==> src/rtl/pc_seq_ctrl_pkg.sv <==
// ============================================================================
// Module      : pc_seq_ctrl_pkg
// Description : Shared encodings for the PC sequencing controller: FSM states,
//               op_class codes, NPC_SEL_* next-PC codes and the strobe bundle.
//               Define PC_SEQ_INT_EN to enable the interrupt/EPC/EXL path.
// Revision    : 1.0 - initial release
// ============================================================================
`default_nettype none

package pc_seq_ctrl_pkg;

`ifdef PC_SEQ_INT_EN
    localparam bit INT_EN = 1'b1;
`else
    localparam bit INT_EN = 1'b0;
`endif

    localparam logic [2:0] ST_FETCH  = 3'd0;
    localparam logic [2:0] ST_DECODE = 3'd1;
    localparam logic [2:0] ST_EXE    = 3'd2;
    localparam logic [2:0] ST_MEM    = 3'd3;
    localparam logic [2:0] ST_LDWB   = 3'd4;
    localparam logic [2:0] ST_WB     = 3'd5;
    localparam logic [2:0] ST_INT    = 3'd6;

    localparam logic [2:0] OP_ALU    = 3'd0;
    localparam logic [2:0] OP_LOAD   = 3'd1;
    localparam logic [2:0] OP_STORE  = 3'd2;
    localparam logic [2:0] OP_BRANCH = 3'd3;
    localparam logic [2:0] OP_JUMP   = 3'd4;
    localparam logic [2:0] OP_JREG   = 3'd5;
    localparam logic [2:0] OP_ERET   = 3'd6;
    localparam logic [2:0] OP_NOP    = 3'd7;

    localparam logic [2:0] NPC_SEL_PC_ADD_4 = 3'd0;
    localparam logic [2:0] NPC_SEL_BEQ_JMP  = 3'd1;
    localparam logic [2:0] NPC_SEL_J_JMP    = 3'd2;
    localparam logic [2:0] NPC_SEL_REG_JMP  = 3'd3;
    localparam logic [2:0] NPC_SEL_INT_JMP  = 3'd4;

    typedef struct packed {
        logic       pc_wr;
        logic [2:0] npc_sel;
        logic       reg_pc_src;
        logic       ir_wr;
        logic       reg_wr;
        logic       mem_wr;
        logic       epc_wr;
        logic       exl_set;
        logic       exl_clr;
        logic       int_ack;
    } ctrl_t;

    localparam ctrl_t CTRL_IDLE = '{
        pc_wr: 1'b0, npc_sel: NPC_SEL_PC_ADD_4, reg_pc_src: 1'b0,
        ir_wr: 1'b0, reg_wr: 1'b0, mem_wr: 1'b0, epc_wr: 1'b0,
        exl_set: 1'b0, exl_clr: 1'b0, int_ack: 1'b0
    };

endpackage

`default_nettype wire

==> src/rtl/pc_seq_decode.sv <==
// ============================================================================
// Module      : pc_seq_decode
// Description : Combinational next-state and strobe decode for pc_seq_ctrl.
//               Interrupt behaviour follows PC_SEQ_INT_EN via pc_seq_ctrl_pkg.
// Revision    : 1.0 - initial release
// ============================================================================
`default_nettype none

module pc_seq_decode
    import pc_seq_ctrl_pkg::*;
(
    input  logic        i_rst_n,
    input  logic [2:0]  i_state,
    input  logic [2:0]  i_op_class,
    input  logic        i_br_taken,
    input  logic        i_irq,
    input  logic        i_ie,
    input  logic        i_exl,
    output logic [2:0]  o_state_nxt,
    output logic        o_exl_nxt,
    output ctrl_t       o_ctrl
);

    logic [2:0] w_end_state;

    // irq is only looked at here, so an in-flight instruction always completes
    assign w_end_state = (INT_EN && i_irq && i_ie && !i_exl) ? ST_INT : ST_FETCH;

    always_comb begin
        o_ctrl      = CTRL_IDLE;
        o_state_nxt = ST_FETCH;
        o_exl_nxt   = i_exl;

        case (i_state)
            ST_FETCH: begin
                o_ctrl.ir_wr = 1'b1;
                o_ctrl.pc_wr = 1'b1;
                o_state_nxt  = ST_DECODE;
            end
            ST_DECODE: begin
                case (i_op_class)
                    OP_ALU:   o_state_nxt = ST_EXE;
                    OP_LOAD,
                    OP_STORE: o_state_nxt = ST_MEM;
                    OP_BRANCH: begin
                        o_ctrl.pc_wr   = i_br_taken;
                        o_ctrl.npc_sel = NPC_SEL_BEQ_JMP;
                        o_state_nxt    = w_end_state;
                    end
                    OP_JUMP: begin
                        o_ctrl.pc_wr   = 1'b1;
                        o_ctrl.npc_sel = NPC_SEL_J_JMP;
                        o_state_nxt    = w_end_state;
                    end
                    OP_JREG: begin
                        o_ctrl.pc_wr   = 1'b1;
                        o_ctrl.npc_sel = NPC_SEL_REG_JMP;
                        o_state_nxt    = w_end_state;
                    end
                    OP_ERET: begin
                        // Without the interrupt path ERET degenerates to a NOP
                        if (INT_EN) begin
                            o_ctrl.pc_wr      = 1'b1;
                            o_ctrl.npc_sel    = NPC_SEL_REG_JMP;
                            o_ctrl.reg_pc_src = 1'b1;
                            o_ctrl.exl_clr    = 1'b1;
                            o_exl_nxt         = 1'b0;
                        end
                        o_state_nxt = w_end_state;
                    end
                    default:  o_state_nxt = w_end_state;
                endcase
            end
            ST_EXE:  o_state_nxt = ST_WB;
            ST_MEM: begin
                if (i_op_class == OP_STORE) begin
                    o_ctrl.mem_wr = 1'b1;
                    o_state_nxt   = w_end_state;
                end else begin
                    o_state_nxt   = ST_LDWB;
                end
            end
            ST_LDWB: o_state_nxt = ST_WB;
            ST_WB: begin
                o_ctrl.reg_wr = 1'b1;
                o_state_nxt   = w_end_state;
            end
            ST_INT: begin
                if (INT_EN) begin
                    o_ctrl.epc_wr  = 1'b1;
                    o_ctrl.exl_set = 1'b1;
                    o_ctrl.pc_wr   = 1'b1;
                    o_ctrl.npc_sel = NPC_SEL_INT_JMP;
                    o_ctrl.int_ack = 1'b1;
                    o_exl_nxt      = 1'b1;
                end
                o_state_nxt = ST_FETCH;
            end
            default: o_state_nxt = ST_FETCH;
        endcase

        if (!i_rst_n) begin
            o_ctrl      = CTRL_IDLE;
            o_state_nxt = ST_FETCH;
            o_exl_nxt   = 1'b0;
        end
    end

endmodule

`default_nettype wire

==> src/rtl/pc_seq_ctrl.sv <==
// ============================================================================
// Module      : pc_seq_ctrl
// Description : Multi-cycle PC sequencing FSM with optional interrupt entry
//               (enable with macro PC_SEQ_INT_EN). Synchronous active-low reset.
// Revision    : 1.0 - initial release
// ============================================================================
`default_nettype none

module pc_seq_ctrl
    import pc_seq_ctrl_pkg::*;
(
    input  logic        clk,
    input  logic        reset,
    input  logic [2:0]  op_class,
    input  logic        br_taken,
    input  logic        irq,
    input  logic        ie,
    output logic        PCWr,
    output logic [2:0]  NPCSel,
    output logic        RegPCSrc,
    output logic        IRWr,
    output logic        RegWr,
    output logic        MemWr,
    output logic        EPCWr,
    output logic        EXLSet,
    output logic        EXLClr,
    output logic        int_ack,
    output logic [2:0]  state
);

    logic [2:0] r_state;
    logic       r_exl;
    logic [2:0] w_state_nxt;
    logic       w_exl_nxt;
    ctrl_t      w_ctrl;

    pc_seq_decode u_decode (
        .i_rst_n     (reset),
        .i_state     (r_state),
        .i_op_class  (op_class),
        .i_br_taken  (br_taken),
        .i_irq       (irq),
        .i_ie        (ie),
        .i_exl       (r_exl),
        .o_state_nxt (w_state_nxt),
        .o_exl_nxt   (w_exl_nxt),
        .o_ctrl      (w_ctrl)
    );

    always_ff @(posedge clk) begin
        if (!reset) begin
            r_state <= ST_FETCH;
            r_exl   <= 1'b0;
        end else begin
            r_state <= w_state_nxt;
            r_exl   <= w_exl_nxt;
        end
    end

    assign PCWr     = w_ctrl.pc_wr;
    assign NPCSel   = w_ctrl.npc_sel;
    assign RegPCSrc = w_ctrl.reg_pc_src;
    assign IRWr     = w_ctrl.ir_wr;
    assign RegWr    = w_ctrl.reg_wr;
    assign MemWr    = w_ctrl.mem_wr;
    assign EPCWr    = w_ctrl.epc_wr;
    assign EXLSet   = w_ctrl.exl_set;
    assign EXLClr   = w_ctrl.exl_clr;
    assign int_ack  = w_ctrl.int_ack;
    assign state    = r_state;

endmodule

`default_nettype wire

==> config.mk <==
export PLATFORM = sky130hd
export DESIGN_NAME = pc_seq_ctrl
export DESIGN_NICKNAME = d
export VERILOG_FILES = /design/src/rtl/pc_seq_ctrl_pkg.sv /design/src/rtl/pc_seq_decode.sv /design/src/rtl/pc_seq_ctrl.sv
export SDC_FILE = /design/constraint.sdc
export NUM_CORES = 1
export LEC_CHECK = 0
export ABC_AREA = 1
export ABC_CLOCK_PERIOD_IN_PS = 990
export BUFFER_PORTS_ARGS = -buffer_cell sky130_fd_sc_hd__buf_4
export CAP_MARGIN = 20
export CORE_AREA = 4 4 41 43
export CTS_BUF_LIST = sky130_fd_sc_hd__clkbuf_8
export CTS_CLUSTER_DIAMETER = 30
export DETAILED_ROUTE_END_ITERATION = 10
export DIE_AREA = 0 0 45 47
export GPL_TIMING_DRIVEN = 0
export PLACE_DENSITY_LB_ADDON = 0.08
export RECOVER_POWER = 25
export REMOVE_ABC_BUFFERS = 1
export SYNTH_ARGS = -nofsm -noshare
export SYNTH_HDL_FRONTEND = slang
export SYNTH_SLANG_ARGS = --single-unit
==> constraint.sdc <==
create_clock -name clk -period 0.99 [get_ports clk]
set_input_delay 0.099 -clock clk [delete_from_list [all_inputs] [get_ports clk]]
set_output_delay 0.099 -clock clk [all_outputs]
set_load 0.03 [all_outputs]
# [Yosys cells after proc, flatten, opt, wreduce, memory -nomap -nowiden]
# Index checks and enable logic that the tools add are counted.
# Widths: inputs -> output; s select.
[word_totals] ff_bits=3 latchBits=0 ramBits=0 mem_bits_ro=0 output_inout_bits=15 elab_cells=26 memories=0
[op_classes] addsub=0 mul=0 div=0 n_lt_le_gt_ge=0 eq_ne=10 shift=0 n_mux=11 bitwise=0 n_reduce_logical=4
[op_table] operator="$eq 3x2->1 const B" n=4
[op_table] operator="$eq 3x3->1 const B" n=4
[op_table] operator="$mux 12" n=1
[op_table] operator="$pmux 3 s4" n=1
[op_table] operator="$pmux 4 s3" n=1
[op_table] operator="$eq 3x1->1 const B" n=2
[op_table] operator="$logic_not 3->1" n=2
[op_table] operator="$mux 3" n=2
[op_table] operator="$mux 1" n=4
[op_table] operator="$pmux 2 s2" n=1
[op_table] operator="$reduce_or 2->1" n=2
[op_table] operator="$pmux 1 s2" n=1

# [Depth between registers and ports, before layout]
# Gate-level depths: netlist of run 1.
[logic_depth] word_depth=4 depth_mapped=5 depth_no_buf=5

# [By module]
# Synthesis of run 1 repeated with hierarchy kept, for this count alone.
[hier_totals] cells_unflattened=56 hier_area_um2=339.1
[by_module_without_submodules] mod="pc_seq_decode" n_inst=1 cells_each=44 area_per_inst_um2=229.0 seq_area_each_um2=0.0
[by_module_without_submodules] mod="pc_seq_ctrl" n_inst=1 cells_each=12 area_per_inst_um2=110.1 seq_area_each_um2=80.1

# [Least setup slack after synthesis of run 1]
# OpenSTA, ideal clock, no wires.
[synth_timing] kind="reg-to-output" start="register r_state[0], in the netlist state[0]" end="output NPCSel[1]" arrival_ps=1435 t_required_ps=891 slack_ps=-544 stages_incl_launch_ff=3 path_buffers=0 cell_sequence="dfxtp_1 nand3_1 nor3_1"
[synth_between] elab_chain_len=3
[synth_rtl] item="start: declaration" line="pc_seq_ctrl.sv:31" rtl="logic [2:0] r_state;"
[synth_rtl] item="start signal: assignment" line="pc_seq_ctrl.sv:55" rtl="r_state <= w_state_nxt;"
[synth_rtl] item="$eq 3x1->1" line="pc_seq_decode.sv:34" rtl="case (i_state)"
[synth_rtl] item="$mux 3" line="pc_seq_decode.sv:34"
[synth_rtl] item="$mux 12" line="pc_seq_decode.sv:102" rtl="if (!i_rst_n) begin"
[synth_rtl] item="end: declaration" line="pc_seq_ctrl.sv:19" rtl="output logic [2:0] NPCSel,"
# Every way passes these cells.

# [Final worst setup path of run 1]
[layout_timing] start="register r_state[2], in the netlist state[2]" end="output NPCSel[1]"
# Same word-level chain as after synthesis.

==> results of run 1 <==
==> path summary, 6_finish.rpt <==
check | start | endpoint | slack (ns) | depth (start not counted)
worst max register to register | state[2] | state[0] | 0.09 | 6
worst max-delay path | state[2] | NPCSel[1] | -0.18 | 4
worst min-delay path | op_class[2] | state[1] | 0.16 | 4
worst min register to register | state[0] | state[0] | 0.48 | 1
==> what timing repair did <==
| action | in CTS | in global routing |
|---|---|---|
| resized for setup | 15 | 3 |
| hold buffers | 0 | 0 |
| endpoints found under the setup margin | 6 | 6 |
| pin swaps | 4 | 2 |
| setup buffers | 3 | 0 |
==> power groups by stage <==
stage	Sequential [mW]	Clock, mW	Combinational [mW]
final	0.142	0.338	0.199
after global routing	0.143	0.357	0.214
after CTS	0.141	0.349	0.193
after detailed placement	0.143	0	0.166
after global placement	0.144	0	0.168
after floorplan	0.154	0	0.0945
==> stage by stage <==
stage	hold WS, ns	setup WS [ns]	util [%]
6_report	0.161	-0.184	36.6
5_1_grt	0.186	-0.242	36.6
4_1_cts	0.158	-0.218	35.9
3_5_place_dp	0.390	-0.0874	27.2
3_3_place_gp	0.391	-0.109	27.2
2_1_floorplan	0.255	-0.544	-
==> worst min-delay path: stages <==
cell	delay [ns]
buf_4	0.09
a21oi_1	0.04
inv_1	0.06
nor2_1	0.04
==> synth_stat cells (all sizes together) <==
library cell	n
a21oi	3
o21ai	2
nor2	10
inv	6
nor3	2
buf	6
dfxtp	3
nand2	7
conb	1
nand3	2
nand4	2
==> metal layers <==
layer	wire length (µm)	global-route usage, %	up-vias
met5	0	0	-
met1	303	8.39	126
met2	338	11.6	16
met4	0	1.75	0
li1	-	-	166
met3	85	3.83	0
==> cell type report <==
class	instances	share of cell area [%]
Multi-Input combinational cell	34	37.5
Timing Repair Buffer	17	29.9
Sequential cell	3	14.4
Clock buffer	3	8.66
Inverter	6	4.72
Tap cell	15	3.94
Clock inverter	1	0.787
==> logic make-up after synthesis <==
family / Yosys count
AOI/OAI and AO/OA: 5
buffers and inverters: 12
DFF: 3
and+or+nand+nor: 23
other: 1
==> implementation parameters, run 1 <==
Parameter                              Value

Outcome
  Result of the run ... finished with violations
  Violated checks ... setup timing

Finish
  Multi-input gate area in the final layout ... roughly 180 µm²
  Number of nets in the finished design ... 73
  Antenna diode count ... 0
  Flip-flop count of the largest register, all copies and words added ... 3
  Most common cell after layout, fill and taps aside ... buf_4
  Layout Cell Area excl Fill ... between 400 and 500 µm²
  Number of filler cells placed in the layout ... 153
  Area added between synthesis and finish ... 85.9%
  Most frequent cells in the layout ... 13 x buf_4, 8 x nor2_1, 6 x inv_1, 6 x nand2_1, 6 x conb_1
  Number of cells in the finished layout apart from fillers ... ~80
  Share of post-route cells with drive strength above 1 ... roughly 50%
  Footprint of the flip-flops and latches ... about 70 µm²

CTS
  Clock latency at the later pin of the worst-skew pair ... roughly 0.21 ns
  Maximum level of the CTS H-tree ... 1
  Maximum count of clock buffers along a single path ... 2
  CTS Root Cell ... clkbuf_8
  Number of clock buffers inserted by TritonCTS ... 3
  Clock transition at the registers of the reported paths ... roughly 0.030 ns
  Number of sinks driven by the clock tree ... 3
  CTS tree ... yes

Drt
  Pre-antenna DRT Iters ... 3
  Antenna Nets Post-Route ... 0
  Detailed-route vias per instance ... 3.90
  Final routed wirelength across all metal layers ... roughly 730 µm
  Violation count after the first detailed-route iteration ... 6
  Number of DRC violations after detailed routing ... 0
  WL/cell ... between 9 and 10 µm
  Routed via count ... 308

Power and ir drop
  Internal cell power ... between 400 and 500 µW
  Power density cells ... between 1000 and 1500 mW/mm²
  Switching Share ... a little under a third
  Flop pwr share ... 20.9%
  Max VDD drop ... between 0.5 and 0.6 mV
  Share of total power in combinational logic ... between 20% and 30%
  Post-layout total power ... 679 µW
  Net load switching power ... approximately 210 µW
  LEAKAGE ... 0.240 nW
  Share of power burned in the clock network ... 49.8%

Global route
  Number of antenna violations at the first check in global routing ... 0
  First-pass GRT wire length ... roughly 1.1 mm
  Global route total overflow ... 0
  Vias in the first global route ... ~270
  Maximum number of pins on one net before global-route repair ... 8
  Gr usage total ... 7.18%

Timing
  Setup repair after global routing missed its margin ... yes
  Maximum clock frequency ... between 800 and 900 MHz
  Final setup margin ... -0.184 ns
  Number of max-slew violations in the final report ... 0
  Post-route clock period utilization ... 119%
  Post-route minimum period ... roughly 1.2 ns
  Setup TNS Final ... -0.962 ns
  Final hold violation count ... 0
  Final setup violation count ... 6
  Final clock skew ... 0.000759 ns

Yosys
  Area share of and/or/nand/nor cells after synthesis ... around 38%
  Portion of netlist area occupied by mux cells ... 0%
  Number of unique standard cell types used by synthesis ... 12
  Number of instances in the synthesized netlist ... 44
  Avg Inst Size Synth ... 5.83 µm²
  Sequential area share after synthesis ... between 20% and 30%
  Share of the synthesized area in the top cell type ... between 20% and 30%
  Yosys Warn Count ... 0
  Leading area contributor after synthesis ... dfxtp_1
  Post-synthesis sequential element count ... 3
  Area fraction in compound gates after synthesis ... ~11%
  Largest family of logic cells by synthesized area ... simple AND/OR/NAND/NOR gates
  Arithmetic-cell share of the synthesized area counting full adders, half adders and majority gates ... 0%
  Largest cells by area after synthesis ... dfxtp_1 23%, buf_4 18%, nor2_1 15%
  Post-synthesis xor/xnor area fraction ... 0%
  Mapped cell area ... between 200 and 300 µm²

Critical path
  CP arrival ... between 1 and 1.5 ns
  Critical path's largest stage delay ... about 0.33 ns
  Crit. End Element ... output pin
  Endpoint required time on the critical path ... approximately 0.89 ns
  CP Max Fanout ... 3
  Startpoint types ... register
  Critical Path, Cell by Cell ... nor2_4 -> nand3_2 -> nor3_2 -> buf_4
  Critical path type ... register to output pin
  Cell type of the slowest stage on the worst timing path ... dfxtp_2
  Family with the most delay on the worst path ... simple AND/OR/NAND/NOR gates
  Crit path buffers/inverters ... 1

Die
  Starting Density ... around a fifth
  Area inside the core boundary ... approximately 0.0013 mm²
  Die area ... ~0.0021 mm²
  Count of pins on the block boundary ... 23
  Die Height ... between 40 and 50 µm
  Placement Rows ... 13
  Die boundary width ... between 40 and 50 µm

Placed design
  Instance count after placement with tap cells included ... 72
  Final weighted congestion in routability-driven placement ... about 0.7
  Post-DP Area ... 354 µm²
  Post-detailed-placement half-perimeter wirelength ... about 550 µm
  I/O Buffers ... 14

Flow run
  Count of max-cap constraint violations ... 0

Hold path
  Tightest Hold Check Type ... primary input to register
(Power assumes the default switching activity.)
==> inputs of run 2 (changes only) <==
- ABC_CLOCK_PERIOD_IN_PS: 990 -> 1150
- SYNTH_HIERARCHICAL: not set -> 1
- clock period: 0.99 -> 1.15 ns (I/O delays scaled with it)
==> run 2 against run 1 <==
Against the previous run:
- the flow still finishes with violations (setup timing)
- global-route usage is 1.7 points higher
- utilization up 4.1 points
- area after synthesis rose by 19%
- die area did not move
- register-to-register slack better by 0.06 ns
- sequential cell count is the same
- combinational power down 26%
- first-iteration DRC count up 33%
- critical path depth grew 1
- critical path type unchanged
- largest cell class unchanged
==> implementation parameters, run 2 <==
Parameter                              Value

Placed design
  Post-DP Area ... 402 µm² (+13%)
  Instance count after placement with tap cells included ... 79 (+9.7%)
  Setup WS pre-CTS ... -0.0606 ns (+0.0269 ns)
  Post-detailed-placement half-perimeter wirelength ... 601 µm (+9.5%)
  Final weighted congestion in routability-driven placement ... 0.730 (+4.4%)
  I/O Buffers ... 14 (unchanged)

Die
  Placement Rows ... 13 (unchanged)
  Die area ... 0.00212 mm² (unchanged)
  Die Height ... 47 µm (unchanged)
  Count of pins on the block boundary ... 23 (unchanged)
  Die boundary width ... 45 µm (unchanged)
  Area inside the core boundary ... 0.00130 mm² (unchanged)
  Starting Density ... 23.4% (+3.7 points)

Drt
  Antenna Nets Post-Route ... 0 (unchanged)
  Pre-antenna DRT Iters ... 4 (+1)
  WL/cell ... 8.81 µm (-4.3%)
  Detailed-route vias per instance ... 4.21 (+8.1%)
  Final routed wirelength across all metal layers ... 784 µm (+7.8%)
  Number of DRC violations after detailed routing ... 0 (unchanged)
  Routed via count ... 375 (+22%)
  Violation count after the first detailed-route iteration ... 8 (+2)

Power and ir drop
  LEAKAGE ... 0.294 nW (+22%)
  Max VDD drop ... 0.839 mV (+47%)
  Post-layout total power ... 545 µW (-20%)
  Power density cells ... 1030 mW/mm² (-28%)

Critical path
  Beginning of the worst register-to-register path ... state[1]
  CP arrival ... 1.17 ns (+0.09 ns)
  Number of cells traversed by the worst register-to-register path ... 8 (+2)
  Critical Path, Cell by Cell ... or2_4 -> nor3_4 -> inv_1 -> nand2_1 -> buf_6
  Crit. End Element ... output pin
  Worst setup path endpoint ... PCWr
  Cell type of the slowest stage on the worst timing path ... dfxtp_2
  Endpoint required time on the critical path ... 1.03 ns (+0.14 ns)
  CP startpoint ... state[1]
  Critical R2R Capture ... state[0]
  Critical path type ... register to output pin
  Startpoint types ... register
  Critical path's largest stage delay ... 0.32 ns (about the same)
  CP Max Fanout ... 3 (unchanged)
  Register-to-register setup slack ... 0.15 ns (+0.06 ns)

Global route
  Maximum number of pins on one net before global-route repair ... 9 (+1)
  Gr usage total ... 8.85% (+1.7 points)
  First-pass GRT wire length ... 1.29 mm (+18%)
  Global route total overflow ... 0 (unchanged)
  Number of antenna violations at the first check in global routing ... 0 (unchanged)
  Vias in the first global route ... 322 (+21%)

CTS
  Clock latency at the later pin of the worst-skew pair ... 0.21 ns (about the same)
  Maximum level of the CTS H-tree ... 1 (unchanged)
  Number of sinks driven by the clock tree ... 3 (unchanged)
  Maximum count of clock buffers along a single path ... 2 (unchanged)
  Number of clock buffers inserted by TritonCTS ... 3 (unchanged)
  CTS tree ... yes
  CTS Root Cell ... clkbuf_8
  Hold bufs inserted after CTS ... 0 (unchanged)
  Clock transition at the registers of the reported paths ... 0.03 ns (about the same)

Flow run
  Count of max-cap constraint violations ... 0 (unchanged)

Finish
  Antenna diode count ... 0 (unchanged)
  Share of post-route cells with drive strength above 1 ... 47.3% (-2.7 points)
  Number of nets in the finished design ... 83 (+14%)
  Footprint of the flip-flops and latches ... 66.3 µm² (-3.6%)
  Number of filler cells placed in the layout ... 148 (-3.3%)
  Layout Cell Area excl Fill ... 531 µm² (+11%)
  Number of cells in the finished layout apart from fillers ... 89 (+13%)
  Area added between synthesis and finish ... 74.5%
  Multi-input gate area in the final layout ... 201 µm² (+13%)
  Flip-flop count of the largest register, all copies and words added ... 3 (unchanged)
  Most frequent cells in the layout ... 18 x buf_4, 13 x nand2_1, 11 x inv_1, 6 x conb_1
  Most common cell after layout, fill and taps aside ... buf_4

Timing
  Final setup margin ... -0.130 ns (+0.0540 ns)
  Final clock skew ... 0.000809 ns (+0.0000499 ns)
  Post-route minimum period ... roughly 1.3 ns
  Final hold violation count ... 0 (unchanged)
  Post-route clock period utilization ... 111%
  Number of max-slew violations in the final report ... 0 (unchanged)
  Final setup violation count ... 6 (unchanged)
  Setup repair after global routing missed its margin ... yes
  Maximum clock frequency ... 781 MHz

Yosys
  Yosys Warn Count ... 6 (+6)
  Avg Inst Size Synth ... 5.96 µm² (+2.3%)
  Mapped cell area ... 304 µm² (+19%)
  Number of instances in the synthesized netlist ... 51 (+16%)

Outcome
  Result of the run ... finished with violations
  Violated checks ... setup timing

Hold path
  Tightest Hold Check Type ... primary input to register
[run 2: routing by layer]
layer	vias up	GRT usage, %	wire length [µm]
li1	189	-	-
met3	0	4.60	88
met4	0	3.51	0
met2	18	12.4	341
met5	-	0	0
met1	168	11.4	355
[run 2: worst min-delay path by stage]
stage          slack (ns)  start       end  depth (start not counted)
2_1_floorplan        0.21  reset  state[0]                          2
3_3_place_gp         0.38  reset  state[0]                          3
3_5_place_dp         0.37  reset  state[2]                          3
4_1_cts              0.16  reset  state[2]                          3
5_1_grt              0.18  reset  state[2]                          3
6_report             0.16  reset  state[2]                          3
[run 2: area by class of cell]
| type | count | share of cell area (%) |
|---|---|---|
| Clock inverter | 1 | 0.708 |
| Sequential cell | 3 | 12.5 |
| Inverter | 11 | 7.78 |
| Clock buffer | 3 | 7.78 |
| Multi-Input combinational cell | 36 | 38.0 |
| Timing Repair Buffer | 20 | 29.7 |
| Tap cell | 15 | 3.54 |
[run 2: metrics by stage]
stage          hold slack (ns)  setup TNS (ns)  util, %
6_report                 0.158          -0.448     40.8
4_1_cts                  0.157          -0.499     39.8
3_5_place_dp             0.372         -0.0606     30.9
3_3_place_gp             0.380         -0.0887     30.9
2_1_floorplan            0.208           -1.55        -
5_1_grt                  0.178          -0.903     40.8
[run 2: critical path: cells and delay by family, from the launching register on]
kind	cells	cell delay [ns]
buffers and inverters	2	0.19
AND/OR/NAND/NOR	3	0.45
flip-flops	1	0.32
[run 2: timing repair]
item | CTS | global route
resized for setup | 12 | 1
endpoints found under the setup margin | 6 | 7
buffers inserted | 5 | 1
pin swaps | 3 | 3
[run 2: power by group]
part	switching, mW	internal [mW]	total (mW)
Sequential	0.00356	0.106	0.110
Clock	0.0619	0.227	0.288
Combinational	0.0901	0.0570	0.147
Total	0.156	0.390	0.545
